--- src/rtl/systolic_tile_sequencer.sv ---
// systolic_tile_sequencer: sequences one weight-stationary tile through load, stream, flush and result drain
module systolic_tile_sequencer #(
  parameter int MATRIX_SIZE = 2,
  parameter int PIPE_LAT    = 2*MATRIX_SIZE,
  parameter int CNT_W       = $clog2(PIPE_LAT+MATRIX_SIZE+1),
  parameter int ROW_W       = $clog2(MATRIX_SIZE+1)
) (
  input  logic             clk,
  input  logic             reset,
  input  logic             start_valid,
  output logic             start_ready,
  input  logic             weights_valid,
  output logic             weights_ready,
  input  logic             data_valid,
  output logic             data_ready,
  output logic             load_weight,
  output logic             enable_mult,
  output logic             skew_enable,
  output logic             result_valid,
  input  logic             result_ready,
  output logic [ROW_W-1:0] result_row,
  output logic             busy,
  output logic             finished
);
  typedef enum logic [2:0] {IDLE, LOAD_W, STREAM, FLUSH, DONE} state_t;
  localparam logic [ROW_W-1:0] LAST = ROW_W'(MATRIX_SIZE-1);
  localparam logic [ROW_W-1:0] ROWS = ROW_W'(MATRIX_SIZE);
  localparam logic [CNT_W-1:0] LAT  = CNT_W'(PIPE_LAT);
  state_t state, state_nx;
  logic [ROW_W-1:0] wcnt, dcnt, rcnt, wcnt_nx, dcnt_nx, rcnt_nx;
  logic [CNT_W-1:0] tick, tick_nx;
  logic stall, hs;
  always_comb begin
    result_valid  = (state == STREAM || state == FLUSH) && tick >= LAT && rcnt < ROWS;
    stall         = result_valid && !result_ready;
    hs            = result_valid && result_ready;
    start_ready   = state == IDLE;
    weights_ready = state == LOAD_W;
    load_weight   = weights_ready && weights_valid;
    data_ready    = state == STREAM && !stall;
    enable_mult   = (state == STREAM) ? data_valid && !stall :
                    (state == FLUSH)  ? !stall && rcnt < ROWS : 1'b0;
    skew_enable   = enable_mult;
    busy          = state != IDLE;
    finished      = state == DONE;
    result_row    = rcnt;
  end
  always_comb begin
    state_nx = state;
    wcnt_nx  = wcnt;
    dcnt_nx  = dcnt;
    rcnt_nx  = rcnt;
    tick_nx  = tick;
    case (state)
      IDLE: if (start_valid) begin
        state_nx = LOAD_W;
        wcnt_nx  = '0;
        dcnt_nx  = '0;
        rcnt_nx  = '0;
        tick_nx  = '0;
      end
      LOAD_W: if (weights_valid) begin
        wcnt_nx  = wcnt + 1'b1;
        state_nx = (wcnt == LAST) ? STREAM : LOAD_W;
      end
      STREAM, FLUSH: begin
        if (enable_mult) tick_nx = tick + 1'b1;
        if (state == STREAM && enable_mult) begin
          dcnt_nx  = dcnt + 1'b1;
          state_nx = (dcnt == LAST) ? FLUSH : STREAM;
        end
        // the final result handshake ends the tile even mid-advance
        if (hs) begin
          rcnt_nx = rcnt + 1'b1;
          if (rcnt == LAST) state_nx = DONE;
        end
      end
      DONE:    state_nx = IDLE;
      default: state_nx = IDLE;
    endcase
  end
  always_ff @(posedge clk or negedge reset)
    if (!reset) begin
      state <= IDLE;
      wcnt  <= '0;
      dcnt  <= '0;
      rcnt  <= '0;
      tick  <= '0;
    end else begin
      state <= state_nx;
      wcnt  <= wcnt_nx;
      dcnt  <= dcnt_nx;
      rcnt  <= rcnt_nx;
      tick  <= tick_nx;
    end
endmodule

--- config.mk ---
export PLATFORM = sky130hd
export DESIGN_NAME = systolic_tile_sequencer
export DESIGN_NICKNAME = d
export VERILOG_FILES = /design/src/rtl/systolic_tile_sequencer.sv
export SDC_FILE = /design/constraint.sdc
export NUM_CORES = 1
export LEC_CHECK = 0
export CORE_ASPECT_RATIO = 1.4
export CORE_MARGIN = 5
export CORE_UTILIZATION = 40
export CTS_CLUSTER_DIAMETER = 40
export CTS_CLUSTER_SIZE = 40
export DETAILED_ROUTE_END_ITERATION = 8
export PLACE_DENSITY = 0.66
export SLEW_MARGIN = 30
export SYNTH_ARGS = -nofsm -noshare
export SYNTH_HDL_FRONTEND = slang
export SYNTH_SLANG_ARGS = --single-unit
--- constraint.sdc ---
create_clock -name clk -period 4.55 [get_ports clk]
set_input_delay 0.91 -clock clk [delete_from_list [all_inputs] [get_ports clk]]
set_output_delay 0.91 -clock clk [all_outputs]
set_load 0.005 [all_outputs]
=== Word-level counts from Yosys, hierarchy flattened ===
Cells that the tools add are included.
W data, S select, Z words.

* Register bits: 12
* Input port bits: 6
* Output and inout bits: 11
* Word-level logic and storage cells: 65

* Add/subtract/negate cells: 4
* Magnitude comparators: 2
* Eq/ne operators: 12
* Mux-type cells: 20
* Reductions and logical operators: 22

{| class="wikitable"
|+ Operators by type and width
! cell !! number
|-
| $mux W3 || 7
|-
| $pmux W2 S2 || 3
|-
| $reduce_and A3 Y1 || 4
|-
| $mux W2 || 5
|-
| $ne A2 B2 Y1 const B || 5
|-
| $logic_and A1 B1 Y1 || 9
|-
| $pmux W3 S3 || 1
|-
| $add A2 B1 Y2 const B || 3
|-
| $eq A2 B1 Y1 const B || 3
|-
| $eq A3 B2 Y1 const B || 2
|-
| $pmux W3 S2 || 1
|-
| $reduce_bool A2 Y1 || 2
|-
| $add A3 B1 Y3 const B || 1
|-
| $eq A3 B1 Y1 const B || 1
|-
| $eq A3 B3 Y1 const B || 1
|-
| $ge A3 B3 Y1 const B || 1
|-
| $logic_not A3 Y1 || 1
|-
| $mux W1 || 3
|-
| $reduce_bool A3 Y1 || 1
|-
| $logic_not A1 Y1 || 2
|-
| $lt A2 B2 Y1 const B || 1
|-
| $reduce_and A2 Y1 || 1
|-
| $reduce_or A2 Y1 || 1
|-
| $logic_or A1 B1 Y1 || 1
|}

=== Depth between registers and ports, before layout ===
Gate-level depths: netlist of run 1.

* Depth after elaboration: 14
* Mapped depth: 5
* Gate-level depth less buffers: 5

=== Worst setup path after synthesis of run 1 ===
No wires, ideal clock.

* Path type: input to output
* Start point: input port result_ready
* End point: output port skew_enable
* Data arrival time: 1743 ps
* Required time: 3640 ps
* Slack: 1897 ps
* Stages on the path: 3
* Path buffers: 1
* Cells stage by stage: or3b_2 > o211a_1 > buf_4

* Word-level cells in the longest chain between the ends: 6

{| class="wikitable"
|+ Ends and longest elaborated chain
! item !! RTL line !! RTL
|-
| start: declaration || 20 || <nowiki>input logic result_ready,</nowiki>
|-
| $logic_not A1 Y1 (*) || 35 || <nowiki>stall = result_valid && !result_ready;</nowiki>
|-
| $logic_and A1 B1 Y1 (*) || 35 ||
|-
| $logic_not A1 Y1 (*) || 41, 42 ||
|-
| $logic_and A1 B1 Y1 || 42 || <nowiki>(state == FLUSH) ? !stall && rcnt < ROWS : 1'b0;</nowiki>
|-
| $mux W1 || 42 ||
|-
| $mux W1 (*) || 41 || <nowiki>enable_mult = (state == STREAM) ? data_valid && !stall :</nowiki>
|-
| end: declaration || 18 || <nowiki>output logic skew_enable,</nowiki>
|}

Every way passes the cells marked *; elsewhere a longest branch is shown, timed or not.

=== Worst setup path after layout of run 1 ===
* Start point: input port result_ready
* End point: output port enable_mult

* Word-level cells in the longest chain between the ends: 6

{| class="wikitable"
|+ Ends and longest elaborated chain
! item !! RTL line !! RTL
|-
| $logic_not A1 Y1 (*) || 35 ||
|-
| $logic_and A1 B1 Y1 (*) || 35 ||
|-
| $logic_not A1 Y1 (*) || 41, 42 ||
|-
| $logic_and A1 B1 Y1 || 42 ||
|-
| $mux W1 || 42 ||
|-
| $mux W1 (*) || 41 ||
|-
| end: declaration || 17 || <nowiki>output logic enable_mult,</nowiki>
|}

Marked as above.

==> impl_metrics.py, run 1 <==
metrics = {
    "status": {
        "status": "complete, no violations",
    },
    "finish": {
        "multi_input_area_sq_um": 381.6,
        "final_layout_size_suffix_gt1_share_pct": 6.667,
        "antenna_cells": 0,
        "nets": 102,
        "fin_util_pct": 51.69,
        "fillers": 186,
        "final-seq-area_sq_um": 300.3,
        "area_delta_synth_final_pct": 22.30,
        "layoutNonFillerInstCount": 110,
    },
    "clock_network": {
        "cts_buffers": 3,
        "cts_hold_buf": 0,
        "insertion_delay_ps": 260,
        "postCtsSetupBuffers": 0,
        "clk_pin_slew_ps": 70,
        "cts_tree": "yes",
        "cts_root_buffer": "clkbuf_4",
        "clk_path_buf_depth": 2,
        "cts-htree-levels": 1,
        "cts_resized": 0,
        "cts_sinks": 12,
    },
    "synthesis": {
        "synth_top_cells_by_area": "dfrtp_1 40%, mux2i_1 8.0%, ha_1 6.7%",
        "ys_seq_area_share_pct": 39.93,
        "ys_types": 33,
        "yosysTopAreaCell": "dfrtp_1",
        "ys.flop_type": "dfrtp_1",
        "ys_seq_elements": 12,
        "synthesis.area_sq_um": 752.0,
        "synth_edf_count": 0,
        "syn_nets": 86,
        "ys_async_sr_fraction_pct": 100.0,
        "ys.warnings.count": 0,
        "synth_cells": 76,
        "yosysTopAreaCellShare_pct": 39.93,
        "avgSynthCellArea_sq_um": 9.894,
    },
    "global_route": {
        "grtUsageTotal_pct": 13.45,
        "grt_pass1_wl_microns": 2780,
        "grt_overflow_total": 0,
        "grt_pass1_vias": 626,
        "antenna_found_initial": 0,
        "grt_start_max_net_pins": 13,
    },
    "place": {
        "portBuffers": 16,
        "place.gp.congestion": 0.7628,
        "post-dp-hpwl_microns": 1215,
        "dp_cells": 107,
    },
    "worst_setup_path": {
        "crit_path_start_kind": "input pin",
        "critical_path_arrival_ps": 2620,
        "crit_required_ps": 3640,
        "cpPeakStageDelay_ps": 560,
        "cp-end-kind": "output port",
        "r2r_slack_ps": 2800,
        "crit_fanout": 6,
        "crit_type": "in -> out",
        "r2r_end": "result_row[0]",
        "critPathTopFamily": "buffers and inverters",
        "reg2reg_from": "state[2]",
        "crit_path_frequent_cell": "clkdlybuf4s50_1",
        "crit_chain": "clkdlybuf4s50_1 -> or3b_2 -> o211a_1 -> clkdlybuf4s50_1",
        "crit_cells": 4,
        "reg2reg_depth": 3,
        "slowest_stage": "or3b_2",
        "cp_num_buf_inv": 2,
    },
    "floorplan": {
        "fp.dieH_microns": 61.30,
        "die_area_sq_um": 2859,
        "num_rows": 18,
        "io_pins": 17,
        "initial_core_util_pct": 42.26,
        "die_x_microns": 46.65,
        "core_area_sq_um": 1779,
    },
    "hold_path": {
        "hold_class": "reg -> reg",
        "worstHoldStart": "tick[0]",
        "worst_hold_path.endpoint": "tick[0]",
        "min_delay_path_depth": 1,
    },
    "sta": {
        "setup_violations": 0,
        "tightest_slew_ps": 570.2,
        "slew_viol_final": 0,
        "post-route-period-util_pct": 77.56,
        "totalNegativeSetupSlack_ps": 0,
        "grt_setup_unrepaired": "no",
        "hold_violations": 0,
        "fmax_ghz": 0.2834,
        "fin_skew_ps": 2.378,
        "relSlewSlack_pct": 61.87,
        "min_period_ps": 3529,
    },
    "detailed_routing": {
        "firstDrtPassIters": 2,
        "drcViolationCount": 0,
        "drt_iter0_drc": 8,
        "wl_microns": 1578,
        "viasPerCell": 5.545,
        "routed-via-count": 610,
        "wl_per_cell_microns": 14.35,
        "ant_nets": 0,
    },
    "pwr": {
        "powerDensity_nw_per_um2": 512.6,
        "leakage_nw": 0.4397,
        "max-vdd-ir-drop_mv": 0.2292,
    },
    "job": {
        "maxCapViolCount": 0,
    },
}
==> worst reg2reg max path, stage by stage, from the launching register on <==
cell,delay [ps]
dfrtp_1,480
or4b_1,690
a21boi_1,190
mux2_4,270
==> cell usage in the layout (no fill, tap or decap), types with 2 or more instances in the layout <==
master | Yosys | final
clkdlybuf4s50_1 | 0 | 16
ha_1 | 4 | 4
nand2_1 | 8 | 8
a21oi_1 | 3 | 3
inv_1 | 8 | 8
nor3_1 | 3 | 3
and3_1 | 3 | 3
nor2b_1 | 2 | 2
clkbuf_4 | 0 | 3
o2bb2ai_1 | 2 | 2
dfrtp_1 | 12 | 12
mux2i_1 | 6 | 6
==> where the power goes <==
group          leakage, nW  internal (mW)  switching (mW)
clock               0.0138         0.0305          0.0325
combinational        0.268          0.124           0.102
sequential           0.158          0.141          0.0416
total                0.440          0.295           0.176
==> synthesized netlist by cell type, types with 2 or more instances <==
master,number
inv_1,8
buf_2,2
mux2i_1,6
nand2_1,8
and3_1,3
dfrtp_1,12
ha_1,4
nor2b_1,2
nor3_1,3
buf_6,2
a21oi_1,3
o2bb2ai_1,2
==> area by class of cell <==
class	count	area share [%]
Tap cell	20	2.721
Clock buffer	3	2.449
Inverter	8	3.265
Multi-Input combinational cell	51	41.50
Sequential cell	12	32.65
Timing Repair Buffer	16	17.42
==> flip-flops by register name (all words and copies together), names as in the netlist <==
signal and cells:
tick 3, wcnt 2, dcnt 2, state 3, result_row 2
==> stage by stage <==
stage / power, mW / worst slack, ps / instance area, sq um / hold WS, ps
after CTS: 0.4789 / 1013 / 919.6 / 495.8
final: 0.4714 / 1021 / 919.6 / 489.6
after global routing: 0.5186 / 965.9 / 919.6 / 502.7
after floorplan: 0.3276 / 1897 / 752.0 / 451.6
after detailed placement: 0.4136 / 1023 / 897.1 / 481.6
after global placement: 0.4026 / 1058 / 897.1 / 469.8
==> metal layers <==
layer / up-vias / share of wire (%) / track usage [%]
met3: 2 / 5.2 / 2.047
met2: 12 / 50 / 21.65
met5: - / 0 / 0
li1: 300 / - / -
met1: 296 / 44 / 16.52
met4: 0 / 1.0 / 8.300
==> how the worst max path moves through the flow <==
stage / startpoint / end / slack, ps
3_3_place_gp: result_ready / data_ready / 1060
4_1_cts: result_ready / enable_mult / 1010
3_5_place_dp: result_ready / enable_mult / 1020
5_1_grt: result_ready / enable_mult / 970
6_report: result_ready / enable_mult / 1020
2_1_floorplan: result_ready / skew_enable / 1900
==> logic make-up (layout without fill, tap and decap cells) <==
logic type / Yosys count / after routing / share of synthesized area (%)
multiplexers: 7 / 7 / 9.983
flip-flops: 12 / 12 / 39.93
adder cells (fa/ha/maj): 4 / 4 / 6.656
AND/OR/NAND/NOR: 27 / 27 / 21.63
AO/OA/AOI/OAI: 13 / 13 / 12.48
buffers and inverters: 13 / 27 / 9.318
Note: power is estimated with default switching activity, not from simulation.
==> run 2, diff against run 1 <==
clock period = 3.49 ns   (was 4.55 ns; I/O delays follow)
==> run 2 against run 1 <==
Net effect: largest cell class unchanged; die area did not move; clock-buffer cell count did not move; utilization did not move; highest routed layer unchanged; sequential power rose by 31%; final cell count did not move; first-iteration DRC count did not move.
==> impl_metrics.py, run 2 (synthesis gave the netlist of run 1 again) <==
metrics = {
    "status": {
        "status": "complete, no violations",
    },
    "pwr": {
        "powerDensity_nw_per_um2": 671.0,
        "swShare_pct": 37.63,
        "intPower_mw": 0.3849,
        "pwr-share-comb_pct": 47.7,
        "p_sw_mw": 0.2322,
        "max-vdd-ir-drop_mv": 0.3094,
        "pwr-share-clk_pct": 13.7,
        "leakage_nw": 0.4397,
        "pwr-share-seq_pct": 38.6,
    },
    "detailed_routing": {
        "wl_microns": 1587,
        "routed-via-count": 608,
        "wl_per_cell_microns": 14.43,
        "viasPerCell": 5.527,
        "drcViolationCount": 0,
        "ant_nets": 0,
        "drt_iter0_drc": 8,
        "firstDrtPassIters": 4,
    },
    "floorplan": {
        "core_area_sq_um": 1779,
        "die_x_microns": 46.65,
        "io_pins": 17,
        "fp.dieH_microns": 61.30,
        "num_rows": 18,
        "initial_core_util_pct": 42.26,
        "die_area_sq_um": 2859,
    },
    "global_route": {
        "grtUsageTotal_pct": 13.22,
        "grt_start_max_net_pins": 13,
        "grt_overflow_total": 0,
        "grt_pass1_vias": 605,
        "antenna_found_initial": 0,
        "grt_pass1_wl_microns": 2711,
    },
    "finish": {
        "antenna_cells": 0,
        "final-seq-area_sq_um": 300.3,
        "reg_top3": "state (3), tick (3)",
        "layout_common_cells": "16 x clkdlybuf4s50_1, 12 x dfrtp_1, 8 x inv_1, 8 x nand2_1, 6 x mux2i_1",
        "final_common_cell": "clkdlybuf4s50_1",
        "final_layout_size_suffix_gt1_share_pct": 6.667,
        "fillers": 182,
        "area_delta_synth_final_pct": 22.30,
        "multi_input_area_sq_um": 381.6,
        "nets": 102,
        "finish.instance_area_sq_um": 919.6,
    },
    "sta": {
        "setup_violations": 0,
        "grt_setup_unrepaired": "no",
        "hold_violations": 0,
        "slew_viol_final": 0,
        "tightest_slew_ps": 554.3,
        "min_period_ps": 3103,
        "fin_skew_ps": 2.140,
        "relSlewSlack_pct": 62.93,
        "post-route-period-util_pct": 88.91,
        "totalNegativeSetupSlack_ps": 0,
        "fmax_ghz": 0.3223,
    },
    "clock_network": {
        "insertion_delay_ps": 270,
        "cts_hold_buf": 0,
        "postCtsSetupBuffers": 0,
        "cts_resized": 0,
        "cts_root_buffer": "clkbuf_4",
        "clk_pin_slew_ps": 70,
        "cts_buffers": 3,
        "clk_path_buf_depth": 2,
        "cts_tree": "yes",
        "cts_sinks": 12,
        "cts-htree-levels": 1,
    },
    "worst_setup_path": {
        "critical_path_arrival_ps": 2410,
        "crit_fanout": 6,
        "crit_path_start_kind": "input pin",
        "crit_required_ps": 2790,
        "cp-end-kind": "output port",
        "crit_type": "in -> out",
    },
    "place": {
        "post-dp-hpwl_microns": 1213,
        "portBuffers": 16,
        "postPlaceCellArea_sq_um": 897.1,
        "place.gp.congestion": 0.7628,
    },
    "hold_path": {
        "hold_class": "reg -> reg",
    },
    "job": {
        "maxCapViolCount": 0,
    },
}
-- run 2: cell counts in the layout (fill, tap and decap cells not counted) --
Identical to the previous run, type by type.
-- run 2: per-stage QoR --
stage | total power [mW] | setup slack (ps) | utilization, % | hold slack, ps | cells
after floorplan | 0.4270 | 1261 | - | 402.4 | 76
after global placement | 0.5249 | 422.4 | 50.42 | 469.9 | 107
after detailed placement | 0.5387 | 387.1 | 50.42 | 481.6 | 107
after CTS | 0.6243 | 376.8 | 51.69 | 495.8 | 110
after global routing | 0.6742 | 329.9 | 51.69 | 502.7 | 110
final | 0.6171 | 386.9 | 51.69 | 495.5 | 110
-- run 2: area by class of cell --
type / instances / area share [%]
inverter: 8 / 3.265
tap: 20 / 2.721
clock buffer: 3 / 2.449
multi-input combinational: 51 / 41.50
timing repair buffer: 16 / 17.42
sequential: 12 / 32.65
-- run 2: metal layers --
metal | share of wire [%] | GRT usage, %
met1 | 45 | 16.37
met2 | 46 | 21.26
met5 | 0 | 0
met3 | 5.5 | 2.047
met4 | 2.5 | 7.905
-- run 2: power by group through the flow --
stage | logic, mW | registers (mW) | clock network [mW]
6_report | 0.294 | 0.238 | 0.0847
5_1_grt | 0.333 | 0.248 | 0.0931
4_1_cts | 0.300 | 0.237 | 0.0872
3_5_place_dp | 0.299 | 0.240 | 0
3_3_place_gp | 0.288 | 0.237 | 0
2_1_floorplan | 0.216 | 0.211 | 0
-- run 2: path summary, 6_finish.rpt --
| check | startpoint | to | slack, ps | cells past startpoint |
|---|---|---|---|---|
| setup / recovery | result_ready | enable_mult | 390 | 4 |
| hold / removal | tick[0] | tick[0] | 500 | 1 |
| setup reg to reg | state[2] | result_row[0] | 1730 | 3 |
| hold reg to reg | tick[0] | tick[0] | 500 | 1 |
| max in group asynchronous | reset | dcnt[0] | 2340 | 1 |
| min in group asynchronous | reset | state[2] | 780 | 1 |
-- run 2: critical path, stage by stage --
cell	delay (ps)
clkdlybuf4s50_1	490
or3b_2	560
o211a_1	190
clkdlybuf4s50_1	470
==> run 3, diff against run 2 <==
==> constraint.sdc (replaced) <==
create_clock -name clk -period 3.2 [get_ports clk]
set_input_delay 0.32 -clock clk [delete_from_list [all_inputs] [get_ports clk]]
set_output_delay 0.32 -clock clk [all_outputs]
set_load 0.005 [all_outputs]
==> results of run 3 <==
Same layout as run 2 (identical final DEF). Status: complete, no violations.
Among the figures that moved: final weighted congestion in routability-driven placement 0.7628 -> 0.7627; setup slack after placement 387.1 ps -> 853.1 ps; setup slack after layout 386.9 ps -> 852.9 ps; hold slack 495.5 ps -> 402.6 ps; register-to-register setup slack 1730 ps -> 1440 ps; total power 0.6171 mW -> 0.6730 mW; worst IR drop on VDD 0.3094 mV -> 0.3374 mV
